--- src/rtl/fetch_pkg.sv ---
// Instruction word width, IR field positions and the packed IR layout shared by the fetch front end.
package fetch_pkg;
  localparam int INST_W = 16;

  localparam int OP_MSB       = 15;
  localparam int OP_LSB       = 11;
  localparam int RS_MSB       = 10;
  localparam int RS_LSB       = 8;
  localparam int RT_MSB       = 7;
  localparam int RT_LSB       = 5;
  localparam int RD_MSB       = 4;
  localparam int RD_LSB       = 2;
  localparam int FUNCT_MSB    = 1;
  localparam int FUNCT_LSB    = 0;
  localparam int IMM_MSB      = 4;
  localparam int IMM_LSB      = 0;
  localparam int LONG_IMM_MSB = 7;
  localparam int LONG_IMM_LSB = 0;
  localparam int ADDRESS_MSB  = 10;
  localparam int ADDRESS_LSB  = 0;

  // R-type view of the IR; the immediate/address views overlap it and are sliced from the raw word.
  typedef struct packed {
    logic [OP_MSB-OP_LSB:0]       op;
    logic [RS_MSB-RS_LSB:0]       rs;
    logic [RT_MSB-RT_LSB:0]       rt;
    logic [RD_MSB-RD_LSB:0]       rd;
    logic [FUNCT_MSB-FUNCT_LSB:0] funct;
  } ir_fields_t;
endpackage

--- src/rtl/fetch_queue.sv ---
// Synchronous FIFO for prefetched instruction words; a pushed word is poppable the next cycle.
// Push is ignored when full and pop is ignored when empty; clear empties the queue on the next edge.
module fetch_queue
  import fetch_pkg::*;
#(
  parameter int DEPTH = 2,
  parameter int WIDTH = INST_W,
  localparam int CNT_W = $clog2(DEPTH) + 1,
  localparam int PTR_W = (DEPTH > 1) ? $clog2(DEPTH) : 1
) (
  input  logic             clk,
  input  logic             rst,
  input  logic             push,
  input  logic [WIDTH-1:0] push_data,
  input  logic             pop,
  input  logic             clear,
  output logic [WIDTH-1:0] pop_data,
  output logic             full,
  output logic             empty,
  output logic [CNT_W-1:0] count
);
  logic [WIDTH-1:0] mem [DEPTH];
  logic [PTR_W-1:0] wr_ptr;
  logic [PTR_W-1:0] rd_ptr;
  logic             do_push;
  logic             do_pop;

  // Explicit wrap keeps DEPTH=1 legal, where the pointer must stay at 0.
  function automatic logic [PTR_W-1:0] ptr_inc(input logic [PTR_W-1:0] p);
    return (p == PTR_W'(DEPTH - 1)) ? '0 : p + 1'b1;
  endfunction

  assign full     = (count == CNT_W'(DEPTH));
  assign empty    = (count == '0);
  assign do_push  = push && !full && !clear;
  assign do_pop   = pop && !empty && !clear;
  assign pop_data = mem[rd_ptr];

  always_ff @(posedge clk) begin
    if (do_push && !rst) begin
      mem[wr_ptr] <= push_data;
    end
  end

  always_ff @(posedge clk) begin
    if (rst || clear) begin
      wr_ptr <= '0;
      rd_ptr <= '0;
      count  <= '0;
    end else begin
      if (do_push) wr_ptr <= ptr_inc(wr_ptr);
      if (do_pop)  rd_ptr <= ptr_inc(rd_ptr);
      unique case ({do_push, do_pop})
        2'b10:   count <= count + CNT_W'(1);
        2'b01:   count <= count - CNT_W'(1);
        default: count <= count;
      endcase
    end
  end
endmodule

--- src/rtl/fetch_ir_unit.sv ---
// Fetch front end: prefetch queue, IR with field decode, architectural PC and fetch-address counter.
// Fields valid two cycles after a push; mem_ready comes from registered occupancy only and drops during flush.
module fetch_ir_unit
  import fetch_pkg::*;
#(
  parameter int                DEPTH    = 2,
  parameter int                ADDR_W   = 16,
  parameter int                PC_STEP  = 1,
  parameter logic [ADDR_W-1:0] RESET_PC = '0
) (
  input  logic              clk,
  input  logic              rst,
  input  logic              mem_valid,
  input  logic [INST_W-1:0] mem_data,
  output logic              mem_ready,
  output logic [ADDR_W-1:0] fetch_pc,
  input  logic              ir_write,
  input  logic              flush,
  input  logic              pc_write,
  input  logic [ADDR_W-1:0] pc_next,
  output logic [ADDR_W-1:0] pc,
  output logic              ir_valid,
  output logic              ir_stall,
  output logic [4:0]        op,
  output logic [2:0]        rs,
  output logic [2:0]        rt,
  output logic [2:0]        rd,
  output logic [1:0]        funct,
  output logic [4:0]        imm,
  output logic [7:0]        long_imm,
  output logic [10:0]       address
);
  localparam int CNT_W = $clog2(DEPTH) + 1;

  logic [INST_W-1:0] q_head;
  logic              q_full;
  logic              q_empty;
  logic [CNT_W-1:0]  q_count;
  logic              push;
  logic              pop;
  ir_fields_t        ir;
  logic [INST_W-1:0] ir_word;

  assign mem_ready = (q_count < CNT_W'(DEPTH)) && !flush;
  assign push      = mem_valid && !q_full && !flush;
  assign pop       = ir_write && !q_empty && !flush;

  fetch_queue #(
    .DEPTH (DEPTH),
    .WIDTH (INST_W)
  ) u_queue (
    .clk       (clk),
    .rst       (rst),
    .push      (push),
    .push_data (mem_data),
    .pop       (pop),
    .clear     (flush),
    .pop_data  (q_head),
    .full      (q_full),
    .empty     (q_empty),
    .count     (q_count)
  );

  always_ff @(posedge clk) begin
    if (rst) begin
      pc       <= RESET_PC;
      fetch_pc <= RESET_PC;
      ir       <= '0;
      ir_valid <= 1'b0;
      ir_stall <= 1'b0;
    end else begin
      if (pc_write) pc <= pc_next;
      if (flush) begin
        // Redirect to the PC the datapath is committing this cycle, not the stale one.
        fetch_pc <= pc_write ? pc_next : pc;
        ir_valid <= 1'b0;
      end else begin
        if (push) fetch_pc <= fetch_pc + ADDR_W'(PC_STEP);
        if (ir_write) begin
          if (!q_empty) begin
            ir       <= ir_fields_t'(q_head);
            ir_valid <= 1'b1;
            ir_stall <= 1'b0;
          end else begin
            ir_stall <= 1'b1;
          end
        end
      end
    end
  end

  assign ir_word  = ir;
  assign op       = ir.op;
  assign rs       = ir.rs;
  assign rt       = ir.rt;
  assign rd       = ir.rd;
  assign funct    = ir.funct;
  assign imm      = ir_word[IMM_MSB:IMM_LSB];
  assign long_imm = ir_word[LONG_IMM_MSB:LONG_IMM_LSB];
  assign address  = ir_word[ADDRESS_MSB:ADDRESS_LSB];
endmodule

--- config.mk ---
export PLATFORM = sky130hd
export DESIGN_NAME = fetch_ir_unit
export DESIGN_NICKNAME = d
export VERILOG_FILES = /design/src/rtl/fetch_pkg.sv /design/src/rtl/fetch_queue.sv /design/src/rtl/fetch_ir_unit.sv
export SDC_FILE = /design/constraint.sdc
export NUM_CORES = 1
export LEC_CHECK = 0
export ABC_CLOCK_PERIOD_IN_PS = 3800
export CORE_MARGIN = 3
export CORE_UTILIZATION = 40
export CTS_BUF_LIST = sky130_fd_sc_hd__clkbuf_4 sky130_fd_sc_hd__clkbuf_8 sky130_fd_sc_hd__clkbuf_16
export DETAILED_ROUTE_END_ITERATION = 8
export GPL_TIMING_DRIVEN = 0
export PLACE_DENSITY = 0.76
export SLEW_MARGIN = 15
export SYNTH_ARGS = -nofsm -noshare
export SYNTH_HDL_FRONTEND = slang
export SYNTH_HIERARCHICAL = 1
export SYNTH_SLANG_ARGS = --single-unit
--- constraint.sdc ---
create_clock -name clk -period 3.8 [get_ports clk]
set_clock_uncertainty 0.2 [all_clocks]
set_input_delay 0.95 -clock clk [delete_from_list [all_inputs] [get_ports clk]]
set_output_delay 0.95 -clock clk [all_outputs]
set_load 0.02 [all_outputs]
==> results of run 1 <==
==> per-stage QoR <==
stage               hold WS (ns)  power [mW]  util, %  setup TNS, ns
floorplan                  0.271        1.14        -              0
global placement           0.244        1.25     55.9         -41.41
detailed placement         0.246        1.26     56.3         -0.347
CTS                        0.257        1.89     58.5              0
global route               0.294        1.95     58.5              0
finish                     0.262        1.88     58.5              0
==> worst paths after layout <==
path | start | to | depth (start not counted)
min reg2reg | op[4]$_SDFFE_PP0P_ | op[4]$_SDFFE_PP0P_ | 2
max | flush | mem_ready | 4
max reg2reg | u_queue/count[0]$_SDFFE_PP0P_ | u_queue/count[1]$_SDFFE_PP0P_ | 8
min | op[4]$_SDFFE_PP0P_ | op[4]$_SDFFE_PP0P_ | 2
==> registers in the layout, indices dropped and copies added (netlist names), named ones only <==
register and flops:
rt 3, rd 3, rs 3, op 5, fetch_pc 16, u_queue/mem 32, u_queue/wr_ptr 1, pc 16
ir_stall 1, u_queue/count 2, u_queue/rd_ptr 1, funct 2, ir_valid 1
==> logic make-up (layout without fill, tap and decap cells) <==
logic type               Yosys count  after routing  synth area share [%]
AO/OA/AOI/OAI                     45             45                  7.42
XOR/XNOR                          14             14                  3.33
adder cells (fa/ha/maj)            2              2                 0.680
buffers and inverters             46            176                  7.55
flip-flops                        87             87                  56.1
multiplexers                      34             34                  9.80
AND/OR/NAND/NOR                  111            111                  15.1
==> final cells by class <==
| class | instances | area [sq um] | share of cell area [%] |
|---|---|---|---|
| Timing Repair Buffer | 115 | 1130 | 22.0 |
| Clock buffer | 9 | 124 | 2.40 |
| Sequential cell | 87 | 2060 | 40.0 |
| Tap cell | 108 | 135 | 2.62 |
| Buffer | 40 | 256 | 4.98 |
| Clock inverter | 7 | 71.3 | 1.38 |
| Multi-Input combinational cell | 206 | 1350 | 26.2 |
| Inverter | 5 | 18.8 | 0.364 |
==> per-layer routing <==
layer / global-route usage [%] / up-vias
met4: 6.96 / 0
met5: 0 / -
met2: 29.4 / 113
li1: - / 1412
met3: 5.32 / 14
met1: 22.7 / 1348
==> worst register-to-register path: cells and delay by family (launching register included) <==
family | cells | cell delay [ns]
AOI/OAI and AO/OA | 1 | 0.15
DFF | 1 | 0.43
buffers and inverters | 1 | 0.10
adders and majority gates | 1 | 0.34
and+or+nand+nor | 5 | 1.51
==> cells in the final DEF, fill, tap and decap left out, types with 4 or more instances in the layout <==
cell / n
clkbuf_1: 6
buf_2: 5
dfxtp_1: 55
a211oi_1: 4
nor4_1: 4
xor2_1: 7
nor2b_1: 6
edfxtp_1: 32
nor2_1: 24
o21a_1: 4
clkdlybuf4s50_1: 110
clkbuf_8: 9
nand4_1: 6
buf_4: 29
mux2i_1: 18
a21oi_1: 25
xnor2_1: 7
o31ai_1: 5
mux2_2: 16
inv_1: 4
nand2_1: 47
==> power groups by stage <==
stage          clock (mW)  combinational [mW]  sequential, mW
6_report            0.643               0.219            1.02
5_1_grt             0.695               0.237            1.02
4_1_cts             0.655               0.222            1.02
3_5_place_dp            0               0.221            1.04
3_3_place_gp            0               0.216            1.04
2_1_floorplan           0              0.0765            1.06
==> timing repair <==
action,4_1_cts,5_1_grt
gates resized for setup,2,0
hold buffers,0,0
setup endpoints to repair,1,0
==> summary.md, run 1 <==
| Metric | Value |
|---|---|
| Status | `finished clean` |
| Largest net degree at the start of global routing | `16` |
| Register share of total power | `54.1%` |
| Crit-path slowest cell | `clkdlybuf4s50_1` |
| Clk network pwr share | `34.2%` |
| Least-Margin Pin Slew | `0.603 ns` |
| Final setup vio count | `0` |
| Sw Ratio | `25.0%` |
| CTS tree | `done` |
| Placer's final routability congestion estimate | `0.833` |
| Min setup slack post-route | `0.237 ns` |
| Routed wl met2 | `4.17 mm` |
| Top-level I/O count | `113` |
| Post-route minimum period | `3.56 ns` |
| HPWL after detailed placement | `6.71 mm` |
| Die height | `102 um` |
| Clock buffer depth | `2` |
| Routed vias | `2887` |
| First-pass GRT wire length | `14.5 mm` |
| P_int | `1.41 mW` |
| Combinational power share | `11.6%` |
| EDFF count, synth | `32` |
| Met3 WL | `683 um` |
| CP max FO | `15` |
| Mean post-synth cell area | `10.8 sq um` |
| H-Tree Depth | `3` |
| Synth Instances | `339` |
| Clk sinks | `87` |
| Placed Area | `4960 sq um` |
| Final worst-path cycle share | `93.8%` |
| Post-Route M1 WL | `3.86 mm` |
| GRT Total Usage | `18.0%` |
| F_max | `281 MHz` |
| VDD IR-drop max | `0.205 mV` |
| Initial antenna violation count | `0` |
| CP top delay family | `buffers and inverters` |
| Root Buffer | `clkbuf_8` |
| Lkg Pwr | `1.89 nW` |
| Final nets | `504` |
| Max-slew violations | `0` |
| Worst Setup Path Type | `in2out` |
| Vias per inst | `5.00` |
| Buffers on Ports | `111` |
| Synthesized Nets | `379` |
| Average wire per standard cell | `15.4 um` |
| Post-synth top cells | `dfxtp_1, nand2_1, edfxtp_1` |
| Pre-Repair DR Iteration Count | `4` |
| Cell Pwr Density | `365 nW/um^2` |
| CP required | `2.65 ns` |
| Most numerous cell in the Yosys netlist | `dfxtp_1` |
| Area share of the largest cell type after synthesis | `29.9%` |
| Post-CTS setup buffer count | `0` |
| Max incr delay on CP | `0.54 ns` |
| RSZ-0062 raised after global routing | `no` |
| Grt ovf | `0` |
| Die width | `102 um` |
| Yosys cell types | `42` |
| DRT antenna net count | `0` |
| Slew headroom | `59.7%` |
| Synth Register Bits | `87` |
| Cells after DPL | `562` |
| Fillers | `742` |
| Layout cells sized above 1 | `16.2%` |
| Synth Flop Type | `dfxtp_1` |
| Worst setup SP type | `input port` |
| Synth top area cells | `dfxtp_1, edfxtp_1, buf_4` |
| Initial core utilization | `41.8%` |
| Post-synth ARST share | `0%` |
| Number of remaining DRC errors | `0` |
| Area delta synth->final | `40.1%` |
| HP Class | `reg2reg` |
| Die footprint | `10400 sq um` |
| Crit. End Element | `output pin` |
| DRT iter0 DRCs | `127` |
| Yosys warnings | `6` |
| Clock Pin Slew Worst Setup and Hold Paths | `0.08 ns` |
| Worst path bufs/invs | `3` |
| Flop-to-flop setup slack | `1.00 ns` |
| Vias in the first global route | `3003` |
| Design Area, Final | `5150 sq um` |
| Core Region | `8810 sq um` |
| NetSw | `0.469 mW` |
| Pre-CTS setup slack | `-0.347 ns` |
| Syn Std Cell Area | `3680 sq um` |
| Clock Latency Late Sink | `0.34 ns` |
| Worst Path Arrival | `2.41 ns` |
| Register area share after synthesis | `56.1%` |
| Cell Rows | `34` |
| Routed WL | `8.91 mm` |
| Max Cap Viol | `0` |
| Top Layer Used | `met4` |
| Crit path cell chain | `dlygate4sd2_1 -> clkbuf_2 -> nor2_1 -> clkdlybuf4s50_1` |
| Top cell type by total area after synthesis | `dfxtp_1` |
| ANT cells | `0` |
| Final hold violations | `0` |
| Final non-filler cell total | `577` |
| Num CTS Buffers | `9` |
No activity file was read; power rests on OpenSTA's default activity.
==> run 2, diff against run 1 <==
- CTS_CLUSTER_DIAMETER: not set -> 100
==> results of run 2 <==
Same layout as run 1: the final DEF is identical, and so are final timing and power.
==> run 3, diff against run 2 <==
- REMOVE_ABC_BUFFERS: not set -> 1
==> summary.md, run 3 (synthesis gave the netlist of run 1 again) <==
| Metric | Value |
|---|---|
| Routed wl met2 | `4.48 mm` |
| Worst Path Arrival | `3.56 ns` |
| Num CTS Buffers | `9` |
| Clock Latency Late Sink | `0.35 ns` |
| Hold_sp | `op[3]$_SDFFE_PP0P_` |
| Slew headroom | `36.3%` |
| Core Region | `8810 sq um` |
| Pre-Repair DR Iteration Count | `4` |
| Max Cap Viol | `0` |
| Average wire per standard cell | `15.4 um` |
| Worst setup SP type | `input port` |
| Top-level I/O count | `113` |
| Worst Setup Path Type | `in2reg` |
| Final worst-path cycle share | `91.6%` |
| Max-slew violations | `0` |
| Area delta synth->final | `34.3%` |
| Post-CTS setup buffer count | `0` |
| CTS tree | `done` |
| Design Area, Final | `4940 sq um` |
| Least-Margin Pin Slew | `0.953 ns` |
| Reg-to-reg startpoint | `u_queue/count[0]$_SDFFE_PP0P_` |
| Vias in the first global route | `2586` |
| RSZ-0062 raised after global routing | `no` |
| HPWL after detailed placement | `6.01 mm` |
| Initial core utilization | `41.8%` |
| Top Layer Used | `met4` |
| Clk sinks | `87` |
| Vias per inst | `4.96` |
| Post-Route Setup TNS | `0 ns` |
| Design Power | `1.88 mW` |
| Most common cell after layout, fill and taps aside | `clkdlybuf4s50_1` |
| H-Tree Depth | `3` |
| Clock buffer depth | `2` |
| Placer's final routability congestion estimate | `0.748` |
| Combinational power share | `11.1%` |
| Lkg Pwr | `1.75 nW` |
| GRT Total Usage | `16.0%` |
| Die height | `102 um` |
| P_int | `1.41 mW` |
| R2R depth | `8` |
| HP Class | `reg2reg` |
| F_max | `287 MHz` |
| Most frequent cells in the layout | `clkdlybuf4s50_1, dfxtp_1, nand2_1` |
| Largest net degree at the start of global routing | `43` |
| Post-route minimum period | `3.48 ns` |
| NetSw | `0.471 mW` |
| Placed Area | `4730 sq um` |
| CP max FO | `42` |
| Root Buffer | `clkbuf_8` |
| ANT cells | `0` |
| Crit. End Element | `register` |
| Register Area | `2060 sq um` |
| Number of remaining DRC errors | `0` |
| Buffers on Ports | `112` |
| VDD IR-drop max | `0.159 mV` |
| Largest registers | `u_queue/mem: 32 flops, fetch_pc: 16 flops, pc: 16 flops` |
| Routed WL | `8.31 mm` |
| DRT iter0 DRCs | `61` |
| Most flop-heavy register | `u_queue/mem` |
| Hold buffer count at cts | `0` |
| Final nets | `468` |
| Die width | `102 um` |
| Fillers | `767` |
| Cell Rows | `34` |
| Routed vias | `2685` |
| Grt ovf | `0` |
| Sw Ratio | `25.0%` |
| Status | `finished clean` |
| Met3 WL | `298 um` |
| Layout cells sized above 1 | `12.2%` |
| Max reg flops | `32` |
| Cell Pwr Density | `382 nW/um^2` |
| First-pass GRT wire length | `13.0 mm` |
| CP required | `3.88 ns` |
| Initial antenna violation count | `0` |
| Register share of total power | `54.0%` |
| Post-Route M1 WL | `3.44 mm` |
| DRT antenna net count | `0` |
| Die footprint | `10400 sq um` |
| Clk network pwr share | `34.9%` |
| Final hold violations | `0` |
| Clock Pin Slew Worst Setup and Hold Paths | `0.09 ns` |
| Final setup vio count | `0` |
| Area of the multi-input gates | `1350 sq um` |
| Crit path from | `flush` |
| Cts repair resizes | `2` |
| Worst Hold Path Cells | `2` |
## run 3: power by group through the flow
stage | Clock (mW) | Sequential (mW) | Combinational, mW
floorplan | 0 | 1.07 | 0.0550
global placement | 0 | 1.04 | 0.204
detailed placement | 0 | 1.04 | 0.210
CTS | 0.671 | 1.02 | 0.211
global route | 0.709 | 1.02 | 0.225
finish | 0.658 | 1.02 | 0.209
## run 3: path summary, 6_finish.rpt
path,end,slack (ns)
max,u_queue/count[1]$_SDFFE_PP0P_,0.32
min,op[3]$_SDFFE_PP0P_,0.26
max reg2reg,u_queue/mem[1][0]$_DFFE_PP_,0.98
min reg2reg,op[3]$_SDFFE_PP0P_,0.26
## run 3: layer usage
metal / global-route usage, % / vias to the layer above
li1: - / 1339
met1: 19.3 / 1283
met2: 28.3 / 57
met3: 3.00 / 6
met4: 6.36 / 0
met5: 0 / -
## run 3: worst max-delay path, cell delays in order
cell and delay, ns:
buf_2 0.54, nor2b_1 0.17, nand2_2 0.36, clkinv_2 0.35
o21ai_0 0.26, nor2_1 0.08, ha_1 0.34, or3_1 0.35
a21oi_1 0.14
## run 3: area by class of cell
class                      instances  share of cell area, %
clock inverter                     7                   1.60
timing repair buffer             119                   23.6
inverter                           5                  0.405
clock buffer                       9                   2.51
multi-input combinational        206                   27.4
tap                              108                   2.74
sequential                        87                   41.8
## run 3: stage by stage
stage,instances,worst slack (ns),utilization [%],hold slack (ns)
after floorplan,298,0.111,-,0.271
after global placement,518,-2.61,53.1,0.243
after detailed placement,525,-0.731,53.7,0.247
after CTS,541,0.305,56.1,0.259
after global routing,541,0.0652,56.1,0.289
final,541,0.320,56.1,0.258
